==> config.mk <==
export PLATFORM = sky130hd
export DESIGN_NAME = fx2_ep_scheduler
export DESIGN_NICKNAME = d
export VERILOG_FILES = /design/src/rtl/fx2_ep_scheduler.sv
export SDC_FILE = /design/constraint.sdc
export NUM_CORES = 1
export LEC_CHECK = 0
export ABC_AREA = 1
export BUFFER_PORTS_ARGS = -buffer_cell sky130_fd_sc_hd__clkbuf_2
export CAP_MARGIN = 10
export CORE_ASPECT_RATIO = 1.5
export CORE_UTILIZATION = 45
export CTS_CLUSTER_SIZE = 20
export DETAILED_ROUTE_END_ITERATION = 12
export HOLD_SLACK_MARGIN = 0.06
export PLACE_DENSITY = 0.66
export SLEW_MARGIN = 10
export SYNTH_ARGS = -nofsm -noshare
export SYNTH_HDL_FRONTEND = slang
export SYNTH_SLANG_ARGS = --single-unit
==> constraint.sdc <==
create_clock -name clk -period 1.9 [get_ports clk]
set_input_delay 0.475 -clock clk [delete_from_list [all_inputs] [get_ports clk]]
set_output_delay 0.475 -clock clk [all_outputs]
set_load 0.01 [all_outputs]
==> src/rtl/fx2_ep_scheduler.sv <==
// Round-robin arbiter for the FX2 slave-FIFO bus across EP2/EP4 (OUT) and EP6/EP8 (IN).
// Grants one endpoint, waits out address turnaround, then strobes a bounded byte burst.
module fx2_ep_scheduler #(
    parameter int BURST_LEN  = 16,
    parameter int TURNAROUND = 2
) (
    input  logic       clk,
    input  logic       reset,
    input  logic       usb_ep2_empty,
    input  logic       usb_ep4_empty,
    input  logic       usb_ep6_full,
    input  logic       usb_ep8_full,
    input  logic [1:0] sink_ready,
    input  logic [1:0] src_valid,
    input  logic [3:0] ep_enable,
    output logic [1:0] usb_addr,
    output logic [3:0] grant,
    output logic       xfer,
    output logic       xfer_dir,
    output logic       busy,
    output logic [7:0] burst_count
);

    typedef enum logic [1:0] {
        ST_IDLE    = 2'd0,
        ST_SETUP   = 2'd1,
        ST_XFER    = 2'd2,
        ST_RELEASE = 2'd3
    } state_t;

    localparam logic [7:0] BURST_LEN_C = 8'(BURST_LEN);
    localparam logic [2:0] TURN_C      = 3'(TURNAROUND);

    state_t     state_r;
    state_t     state_nxt_s;
    logic [3:0] elig_s;
    logic [1:0] last_r;
    logic [1:0] win_s;
    logic [1:0] cand_s;
    logic       found_s;
    logic [1:0] addr_r;
    logic [3:0] grant_r;
    logic       dir_r;
    logic [7:0] count_r;
    logic [2:0] turn_r;
    logic       xfer_s;
    logic       busy_s;
    logic       burst_done_s;

    assign elig_s = {ep_enable[3] & ~usb_ep8_full  & src_valid[1],
                     ep_enable[2] & ~usb_ep6_full  & src_valid[0],
                     ep_enable[1] & ~usb_ep4_empty & sink_ready[1],
                     ep_enable[0] & ~usb_ep2_empty & sink_ready[0]};

    assign found_s      = |elig_s;
    assign burst_done_s = ((count_r + 8'd1) == BURST_LEN_C);

    // Round-robin pick: scan from last+4 down to last+1 so the nearest successor of last wins.
    always_comb begin
        win_s  = 2'd0;
        cand_s = 2'd0;
        for (int k = 4; k >= 1; k--) begin
            cand_s = last_r + 2'(k);
            win_s  = elig_s[cand_s] ? cand_s : win_s;
        end
    end

    // State register.
    always_ff @(posedge clk) begin
        if (!reset) begin
            state_r <= ST_IDLE;
        end else begin
            state_r <= state_nxt_s;
        end
    end

    // Next-state logic.
    always_comb begin
        state_nxt_s = state_r;
        case (state_r)
            ST_IDLE: begin
                if (!found_s) begin
                    state_nxt_s = ST_IDLE;
                end else if (win_s == addr_r) begin
                    state_nxt_s = ST_XFER;
                end else begin
                    state_nxt_s = ST_SETUP;
                end
            end
            ST_SETUP: begin
                if (turn_r == 3'd1) begin
                    state_nxt_s = ST_XFER;
                end else begin
                    state_nxt_s = ST_SETUP;
                end
            end
            ST_XFER: begin
                if (!elig_s[addr_r] || burst_done_s) begin
                    state_nxt_s = ST_RELEASE;
                end else begin
                    state_nxt_s = ST_XFER;
                end
            end
            ST_RELEASE: state_nxt_s = ST_IDLE;
            default:    state_nxt_s = ST_IDLE;
        endcase
    end

    // Output decode: strobe follows live eligibility so a flag drop cuts it the same cycle.
    always_comb begin
        xfer_s = 1'b0;
        busy_s = 1'b1;
        case (state_r)
            ST_IDLE:  busy_s = 1'b0;
            ST_XFER:  xfer_s = elig_s[addr_r];
            default:  xfer_s = 1'b0;
        endcase
    end

    // Grant, address, burst and turnaround bookkeeping.
    always_ff @(posedge clk) begin
        if (!reset) begin
            addr_r  <= 2'd0;
            grant_r <= 4'd0;
            dir_r   <= 1'b0;
            count_r <= 8'd0;
            turn_r  <= 3'd0;
            last_r  <= 2'b11;
        end else begin
            case (state_r)
                ST_IDLE: begin
                    if (found_s) begin
                        addr_r  <= win_s;
                        grant_r <= 4'b0001 << win_s;
                        dir_r   <= win_s[1];
                        count_r <= 8'd0;
                        turn_r  <= TURN_C;
                    end
                end
                ST_SETUP: turn_r <= turn_r - 3'd1;
                ST_XFER: begin
                    if (xfer_s) begin
                        count_r <= count_r + 8'd1;
                    end
                end
                ST_RELEASE: begin
                    grant_r <= 4'd0;
                    last_r  <= addr_r;
                end
                default: grant_r <= 4'd0;
            endcase
        end
    end

    assign usb_addr    = addr_r;
    assign grant       = grant_r;
    assign xfer        = xfer_s;
    assign xfer_dir    = dir_r;
    assign busy        = busy_s;
    assign burst_count = count_r;

endmodule

### Word-level counts from Yosys, hierarchy flattened

Index checks and enable logic that the tools add are counted.

* reductions and logical operators: 11
* eq/ne operators: 8
* multiplexer cells: 28
* bitwise gates (word level): 12
* shifts and indexed selects: 1
* order comparisons: 5
* add/sub/neg operators: 5

Operator list (count)
* 8-bit 2-to-1 mux: 2
* 8-bit case mux with 2 select lines: 1
* 2-bit by 3-bit less-than comparator with 1-bit output (second input constant): 5
* 2-bit 2-to-1 mux: 7
* 1-bit binary-select mux with 2-bit select: 5
* 8-bit by 1-bit adder with 8-bit output (second input constant): 1
* 1-bit bitwise AND: 8
* 8-bit by 5-bit equality test with 1-bit output (second input constant): 1
* 1-bit 2-to-1 mux: 8
* 2-bit case mux with 4 select lines: 1
* 4-bit case mux with 2 select lines: 1
* 3-bit case mux with 2 select lines: 1
* 2-bit AND reduction: 3
* 2-bit nonzero test: 3
* 2-bit adder (second input constant): 2
* 2-bit equality test (second input constant): 2
* 4-bit 2-to-1 mux: 1
* 2-bit != test (second input constant): 2
* 1-bit NOT: 4
* 4-bit OR reduction: 1
* 1-bit by 2-bit << shifter with 4-bit output (first input constant): 1
* 3-bit by 1-bit equality test with 1-bit output (second input constant): 1
* 3-bit 2-to-1 mux: 1
* 3-bit AND reduction: 1
* other kinds (7): 7

* register bits after elaboration: 22
* output and inout port bits: 17
* word-level logic and storage cells: 77

### Logic depth before layout (Yosys ltp)

Gate-level depths: netlist (run 1).

* word-level depth: 13
* mapped depth: 16
* gate-level depth less buffers: 15

### Worst setup path after synthesis (run 1)

Ideal clock, no wire load.

* path type: register to register
* start point: register count_r[0] (netlist: burst_count[0])
* end point: register state_r[0]
* setup time: 0.135 ns
* setup slack: 0.282 ns
* cell stages (with the launch flop): 10
* required time: 1.765 ns
* period minus slack after synthesis: 1.618 ns
* arrival: 1.483 ns
* cells stage by stage: dfxtp_1 ha_1 nand2_1 nor3_1 xor2_1 inv_1 nand3_1 o21ai_0 a21oi_1 a21oi_2

* longest elaborated chain between the ends: 5

RTL lines
* from (decl): line 44 `logic [7:0] count_r;`
* from (signal assigned): line 143 `count_r <= count_r + 8'd1;`
* 8-bit by 1-bit adder with 8-bit output: line 56 `assign burst_done_s = ((count_r + 8'd1) == BURST_LEN_C);`
* 8-bit by 5-bit equality test with 1-bit output: line 56
* 1-bit logical OR: line 98 `if (!elig_s[addr_r] || burst_done_s) begin`
* 1-bit 2-to-1 mux: line 98
* 2-bit case mux with 4 select lines: line 80 `case (state_r)`
* to (signal assigned): line 73 `state_r <= state_nxt_s;`
* to (decl): line 34 `state_t state_r;`

Every way passes these cells.
A chain may end at the register's enable or synchronous reset.

### Worst setup path in the final report (run 1)

* start point: input port usb_ep4_empty
* end point: output port xfer

* longest elaborated chain between the ends: 6

RTL lines
* from (decl): line 10 `input logic usb_ep4_empty,`
* 1-bit NOT: line 52 `ep_enable[1] & ~usb_ep4_empty & sink_ready[1],`
* 1-bit bitwise AND (2 in a row): line 52
* 1-bit binary-select mux with 2-bit select: line 115 `ST_XFER: xfer_s = elig_s[addr_r];`
* 1-bit 2-to-1 mux (not written as such): line 115
* 1-bit 2-to-1 mux: line 113 `case (state_r)`
* to (decl): line 18 `output logic xfer,`

Every way passes these cells. The select of a mux whose other input is x is not followed.

==> reports/results.txt, run 1 <==
Mapped Cells: 199
Data required, critical path: 1.42 ns
relative slew slack: 72.0%
fillcell total: 313
Synth Warn #: 0
HPWL after detailed placement: 2.53 mm
Mapped Area: 1380 um2
Yosys top cell by area: dfxtp_1
Critical Path Sink Type: output pin
post-layout min period: 1.79 ns
initial antenna violation count: 0
clk_lat worst skew: 0.26 ns
crit-path max FO: 4
Fmax: 557 MHz
GRT Residual Overflow: 0
WP data arrival: 1.32 ns
1st-iter DRT viols: 16
Mapped Nets: 216
clock tree from TritonCTS: built
# port buffers: 30
largest net degree at the start of global routing: 13
post-DR vias/cell: 4.97
Mean Syn Cell Area: 6.95 um2
final slew viol count: 0
Int Power: 1060 uW
VDD IR-drop max: 0.656 mV
clock sinks: 21
Synth area leaders: dfxtp_1 30%, nand2_1 10%, a21oi_1 6.5%
# diodes: 0
status: finished clean
WS Path Type: in -> out
Worst-Margin Slew: 0.420 ns
Power Total: 1840 uW
row cnt: 24
pre-CTS WS: 0.0666 ns
Yosys cell types: 30
final period utilization: 94.5%
Residual DRC: 0
Max clock buf depth: 2
Die H: 69.9 um
commonest cells after routing, fill and taps aside: 36 x nand2_1, 29 x clkbuf_2, 20 x dfxtp_1
Vias: 1373
post-route ant nets: 0
I/O pin cnt: 31
worst min path class: reg -> reg
nets@finish: 255
Max Cap Viol: 0
Synth top area share: 30.4%
CP Launch Type: input port
sw frac: 42.8%
GPL Wtd Cong: 0.842
length of the first detailed-routing pass in iterations: 4
CTS root buffer: clkbuf_8
hold buffer count at cts: 0
Core Area: 2910 um2
Wirelength per Cell: 11.3 um
Sw Pwr: 789 uW
Hold Vio Cnt, Final: 0
Pleak: 0.000838 uW
Area Overhead vs Synth: 21.6%
Final setup viols: 0
slack of the critical path: 0.105 ns
global-route wire length before repair: 5.01 mm
final core utilization: 57.7%
chip width: 47.3 um
Yosys reg bits: 21
layout cells sized above 1: 35.4%
total CTS buffers: 3
pwr dens: 1100 nW/um2
Clock power frac: 15.9%
logic gate share of total power: 48.5%
final clock skew: 0.00110 ns
Flop pwr share: 35.6%
setup tns final: 0 ns
vias in the first global route: 1265
commonest non-fill, non-tap cell in the layout: nand2_1
starting density of the core: 47.5%
die area: 3300 um2
clk slew on worst S/H paths: 0.07 ns
routed wire length: 3.12 mm
Seq/Total Area, Yosys: 30.4%
GRT Total Usage: 20.4%
RSZ-0062 raised after global routing: no
CTS HTree Levels: 1
worst paths after layout:
kind / startpoint / endpoint / slack (ns) / depth (start not counted)
worst min register to register: grant[3] / grant[3] / 0.49 / 2
worst max register to register: last_r[0] / grant[0] / 0.18 / 13
worst min-delay path: grant[3] / grant[3] / 0.49 / 2
worst max-delay path: usb_ep4_empty / xfer / 0.11 / 8
logic make-up after synthesis:
logic type,Yosys count,synth area share (%)
AND/OR/NAND/NOR,93,34.5
buffers and inverters,32,9.59
adder cells (fa/ha/maj),3,2.72
flip-flops,21,30.4
AO/OA/AOI/OAI,45,19.6
XOR/XNOR,5,3.17
repair_timing:
action / 4_1_cts / 5_1_grt
resized for setup: 1 / 10
pin swaps: 0 / 3
buffers inserted: 0 / 1
endpoints found under the setup margin: 1 / 2
stage by stage:
step,cells,instance area (um2),hold WS (ns)
5_1_grt,276,1680,0.524
2_1_floorplan,199,1380,0.480
6_report,276,1680,0.490
3_5_place_dp,271,1610,0.473
3_3_place_gp,271,1610,0.464
4_1_cts,275,1660,0.491
synthesized netlist by cell type:
library cell and n:
a21oi_1 18, nor2_1 14, nand3_2 4, clkbuf_1 2, nor3_1 3, buf_6 1, o211ai_1 3, nor2_2 4
nand2_2 11, inv_2 7, nor2_4 1, buf_2 1, nand3b_1 1, nand4_1 2, a21oi_2 5, a31oi_1 2
a211oi_1 1, nand2_1 37, nand3_4 1, xor2_1 3, o21ai_1 1, nand3_1 13, ha_1 3, nand2_4 2
o21ai_0 12, buf_4 1, dfxtp_1 21, o211a_1 3, inv_1 20, xnor2_1 2
power groups by stage:
stage	combinational [uW]	sequential, uW	clock, uW
after floorplan	587	674	0
after global placement	881	664	0
after detailed placement	882	664	0
after CTS	886	656	303
after global routing	1010	678	320
final	895	657	293
worst max-delay path, stage by stage:
cell and delay [ns]:
clkbuf_2 0.09, nand3b_1 0.22, o21ai_1 0.16, o21ai_1 0.09, inv_1 0.08, nand2_2 0.06
inv_2 0.05, buf_6 0.09
state kept, by name, indices dropped and copies added, names as in the netlist:
name         flops
burst_count      8
state_r          2
usb_addr         2
last_r           2
turn_r           3
grant            4
metal layers:
metal  share of wire (%)  up-vias  global-route usage (%)  routed length (um)
met5                   0        -                       0                   0
met4                 2.0        0                    8.57                  61
met3                 3.2        6                    2.33                 100
met2                  53       33                    36.8                1650
met1                  42      606                    21.9                1300
li1                    -      728                       -                   -
layout make-up:
| cell class | instances | area (um2) | share of cell area, % |
|---|---|---|---|
| clock buffer | 3 | 41.3 | 2.46 |
| clock inverter | 1 | 5.00 | 0.298 |
| inverter | 27 | 101 | 6.03 |
| multi-input combinational | 146 | 837 | 49.8 |
| sequential | 21 | 424 | 25.2 |
| tap | 39 | 48.8 | 2.90 |
| timing repair buffer | 39 | 224 | 13.3 |
(Power assumes the default switching activity.)
==> run 2: changes to the inputs <==
CORE_MARGIN = 2   (was not set)
RECOVER_POWER = 100   (was not set)
==> run 2 against run 1 <==
  * Routed wire length is 0.74% higher
  * First-iteration DRC count is 44% higher
  * Global-route usage is 1.4 points lower
  * Via count is 0.29% higher
  * Clock power is 3% lower
  * Fmax is 0.17% higher
  * Clock skew is 0.0029 ns higher
  * Worst hold slack worse by 0.0071 ns
  * Largest cell class unchanged
==> reports/results.txt, run 2 (synthesis gave the netlist of run 1 again) <==
worst min path class: reg -> reg
Final setup viols: 0
Vias: 1377
hold-critical path depth: 2
clk slew on worst S/H paths: 0.07 ns
GRT Residual Overflow: 0
Core Area: 2910 um2
routed wire length: 3.14 mm
logic gate share of total power: 48.1%
clock sinks: 21
Hold Vio Cnt, Final: 0
die area: 3540 um2
Hold Path End: grant[1]
largest net degree at the start of global routing: 13
RSZ-0062 raised after global routing: no
commonest cells after routing, fill and taps aside: 37 x nand2_1, 20 x dfxtp_1, 19 x inv_1
post-DR vias/cell: 4.97
initial antenna violation count: 0
Routed met1 length: 1.39 mm
Hold Slack: 0.483 ns
post-layout min period: 1.79 ns
# diodes: 0
Residual DRC: 0
clk_lat worst skew: 0.26 ns
Max clock buf depth: 2
1st-iter DRT viols: 23
Sw Pwr: 777 uW
Critical Path Sink Type: output pin
HPWL after detailed placement: 2.53 mm
chip width: 49.3 um
post-route ant nets: 0
# port buffers: 30
GRT Total Usage: 18.9%
Data required, critical path: 1.42 ns
worst reg2reg startpoint: burst_count[0]
hold buffer count at cts: 0
relative slew slack: 70.8%
Flop pwr share: 36.2%
layout cells sized above 1: 26.9%
starting density of the core: 47.5%
WS Path Type: in -> out
final clock skew: 0.00397 ns
Die H: 71.9 um
vias in the first global route: 1272
CP Launch Type: input port
I/O pin cnt: 31
nets@finish: 256
sw frac: 43.0%
Wirelength per Cell: 11.3 um
Max Cap Viol: 0
worst hold start: grant[1]
final slew viol count: 0
Int Power: 1030 uW
CTS HTree Levels: 1
length of the first detailed-routing pass in iterations: 4
max reg flops: 8
Clock power frac: 15.7%
Power Total: 1810 uW
reg2reg path depth: 9
Pleak: 0.000785 uW
WP data arrival: 1.32 ns
fillcell total: 305
clock tree from TritonCTS: built
Worst-Margin Slew: 0.438 ns
pwr dens: 1090 nW/um2
status: finished clean
VDD IR-drop max: 0.607 mV
routed length on met2: 1.61 mm
Area Overhead vs Synth: 19.4%
Fmax: 558 MHz
commonest non-fill, non-tap cell in the layout: nand2_1
crit-path max FO: 2
row cnt: 24
global-route wire length before repair: 5.33 mm
highest routed layer: met4
final period utilization: 94.3%
CTS root buffer: clkbuf_8
total CTS buffers: 3
worst r2r dst: state_r[0]
GPL Wtd Cong: 0.845
r2r setup slk: 0.16 ns
routed length on met3: 117 um
setup tns final: 0 ns
==> run 2: changes by cell type in the layout (fill, tap and decap cells not counted), moves of 2 or more <==
cell / before / now
inv_2: 10 / 8
inv_1: 17 / 19
clkbuf_1: 0 / 17
clkbuf_2: 29 / 15
==> run 2: what timing repair did <==
| action | CTS | global route |
|---|---|---|
| endpoints found under the setup margin | 0 | 3 |
| buffers inserted | 0 | 1 |
| resized for setup | 0 | 6 |
==> run 2: final cells by class <==
| class | count | area (um2) | area share, % |
|---|---|---|---|
| tap | 39 | 48.8 | 2.96 |
| clock inverter | 1 | 5.00 | 0.303 |
| inverter | 27 | 101 | 6.14 |
| multi-input combinational | 146 | 831 | 50.3 |
| sequential | 21 | 424 | 25.7 |
| clock buffer | 3 | 41.3 | 2.50 |
| timing repair buffer | 40 | 199 | 12.1 |
==> run 2: power groups by stage <==
stage | Combinational (uW) | Sequential (uW) | Clock [uW]
2_1_floorplan | 587 | 674 | 0
3_3_place_gp | 892 | 663 | 0
3_5_place_dp | 892 | 665 | 0
4_1_cts | 897 | 654 | 295
5_1_grt | 991 | 672 | 316
6_report | 870 | 654 | 284
==> run 2: worst max-delay path by stage <==
| stage | start | endpoint | slack (ns) |
|---|---|---|---|
| 2_1_floorplan | burst_count[0] | state_r[0] | 0.28 |
| 3_3_place_gp | usb_ep4_empty | xfer | 0.09 |
| 3_5_place_dp | usb_ep4_empty | burst_count[6] | 0.07 |
| 4_1_cts | usb_addr[1] | xfer | 0.02 |
| 5_1_grt | src_valid[0] | xfer | 0.002 |
| 6_report | src_valid[0] | xfer | 0.11 |
==> run 2: per-layer routing <==
layer / vias up / global-route usage [%]
li1: 734 / -
met2: 36 / 35.4
met3: 2 / 2.29
met5: - / 0
met1: 605 / 22.1
met4: 0 / 5.71
==> run 2: critical path: stages <==
cell and delay, ns:
clkbuf_2 0.09, nand2_1 0.05, nor2_1 0.16, a21oi_2 0.07, o21ai_1 0.07, o21ai_1 0.09, inv_1 0.07, nand2_1 0.07
inv_1 0.06, clkbuf_2 0.12
==> run 2: stage by stage <==
stage          worst slack (ns)  cell area [um2]  util (%)  std cells
6_report                  0.108             1650      56.7        277
3_5_place_dp             0.0670             1620      55.5        272
5_1_grt                 0.00156             1650      56.7        277
3_3_place_gp             0.0885             1620      55.5        272
4_1_cts                  0.0176             1660      57.1        276
2_1_floorplan             0.282             1380         -        199
==> run 3: changes to the inputs <==
CORE_ASPECT_RATIO = 0.75   (was 1.5)
GPL_ROUTABILITY_DRIVEN = 0   (was not set)
clock period = 2.2 ns   (was 1.9 ns; I/O delays follow)
==> run 3 against run 2 <==
  * Flip-flop and latch count is the same
  * Die area shrank 0.12%
  * Non-clock buffer count shrank 7
  * First-iteration DRC count grew to 3.4 times the previous value
  * Routed wire length shrank 7.4%
  * Critical path type is now reg -> out
  * Largest power group unchanged
  * Highest routed layer unchanged
==> reports/results.txt, run 3 (synthesis gave the netlist of run 1 again) <==
CTS HTree Levels: 1
post-layout min period: 2.00 ns
final period utilization: 90.9%
setup tns final: 0 ns
CTS resizes: 0
total CTS buffers: 3
GRT Total Usage: 19.5%
vias in the first global route: 1189
final clock skew: 0.00315 ns
crit-path max FO: 5
Sw Pwr: 639 uW
pwr dens: 953 nW/um2
CP Launch Type: register
hold buffer count at cts: 0
relative slew slack: 73.2%
Residual DRC: 0
status: finished clean
CTS root buffer: clkbuf_8
length of the first detailed-routing pass in iterations: 5
nets@finish: 249
post-route ant nets: 0
fillcell total: 317
logic gate share of total power: 45.0%
clock tree from TritonCTS: built
Hold Slack: 0.477 ns
global-route wire length before repair: 5.23 mm
WS Path Type: reg -> out
CP Cell Sequence: inv_1, a21oi_1, o21ai_0, o21ai_0, inv_1, nand2_1, inv_1, clkbuf_2
post-DR vias/cell: 4.90
Int Power: 847 uW
clk_lat worst skew: 0.26 ns
max reg flops: 8
final slew viol count: 0
Vias: 1318
Worst-Margin Slew: 0.401 ns
Area Overhead vs Synth: 12.8%
Data required, critical path: 1.65 ns
Bufs and invs on worst path: 4
Wirelength per Cell: 10.8 um
# diodes: 0
critical path's top delay family: flip-flops
clk slew on worst S/H paths: 0.07 ns
Max clock buf depth: 2
I/O pin cnt: 31
row cnt: 17
Die H: 52.0 um
layout cells sized above 1: 19.5%
initial antenna violation count: 0
RSZ-0062 raised after global routing: no
routed wire length: 2.91 mm
# port buffers: 30
GRT Residual Overflow: 0
final core utilization: 53.1%
largest net degree at the start of global routing: 12
commonest cells after routing, fill and taps aside: 41 x nand2_1, 21 x inv_1, 21 x dfxtp_1
commonest non-fill, non-tap cell in the layout: nand2_1
WP data arrival: 1.45 ns
VDD IR-drop max: 0.455 mV
Core Area: 2940 um2
chip width: 68.0 um
Top cell by count, worst path: inv_1
worst stage delay on the critical path: 0.44 ns
1st-iter DRT viols: 79
starting density of the core: 47.1%
Clock power frac: 16.8%
Final setup viols: 0
HPWL after detailed placement: 2.33 mm
Hold Vio Cnt, Final: 0
worst min path class: reg -> reg
die area: 3540 um2
Flop pwr share: 38.2%
Max Cap Viol: 0
Post-CTS Setup Repair Bufs: 0
clock sinks: 21
Pleak: 0.000743 uW
Fmax: 500 MHz
Worst path slowest cell: dfxtp_1
sw frac: 43.0%
Critical Path Sink Type: output pin
run 3: cell types whose count changed in the layout (fill, tap and decap cells not counted), sizes merged:
cell,before,now
buf,8,2
clkinv,1,0
run 3: area by class of cell:
| class | instances | area, um2 | area share, % |
|---|---|---|---|
| Clock buffer | 4 | 45.0 | 2.89 |
| Timing Repair Buffer | 33 | 148 | 9.47 |
| Inverter | 27 | 101 | 6.50 |
| Multi-Input combinational cell | 146 | 797 | 51.1 |
| Tap cell | 38 | 47.5 | 3.05 |
| Sequential cell | 21 | 420 | 27.0 |
run 3: power by group through the flow:
stage	combinational [uW]	clock [uW]	sequential, uW
2_1_floorplan	507	0	582
3_3_place_gp	716	0	577
3_5_place_dp	714	0	577
4_1_cts	719	265	569
5_1_grt	784	274	586
6_report	669	250	567
run 3: worst paths after layout:
path / to / startpoint / depth (start not counted) / slack, ns
worst max-delay path: xfer / usb_addr[0] / 8 / 0.20
worst min-delay path: grant[1] / grant[1] / 2 / 0.48
worst max register to register: grant[0] / last_r[0] / 13 / 0.29
worst min register to register: grant[1] / grant[1] / 2 / 0.48
run 3: per-layer routing:
layer,vias up,share of wire (%),global-route usage (%)
met2,27,38,26.9
li1,716,-,-
met3,2,5.0,5.19
met5,-,0,0
met1,573,56,30.0
met4,0,0.34,4.00
run 3: stage by stage:
| stage | area [um2] | setup slack, ns | instances | total power [uW] |
|---|---|---|---|---|
| after floorplan | 1380 | 0.486 | 199 | 1090 |
| after global placement | 1570 | 0.261 | 265 | 1290 |
| after detailed placement | 1570 | 0.255 | 265 | 1290 |
| after CTS | 1620 | 0.199 | 269 | 1550 |
| after global routing | 1560 | 0.0335 | 269 | 1640 |
| final | 1560 | 0.200 | 269 | 1490 |
run 3: worst reg2reg max path, stage by stage, from the launching register on:
cell	delay, ns
dfxtp_1	0.54
nor2_1	0.11
nor2_1	0.26
nand3_1	0.14
nand2_1	0.09
nand2_2	0.07
nand2_2	0.06
nand2_2	0.05
nand2_1	0.11
inv_1	0.07
nand2_1	0.11
nor2_2	0.05
a21oi_2	0.11
nor2_2	0.04
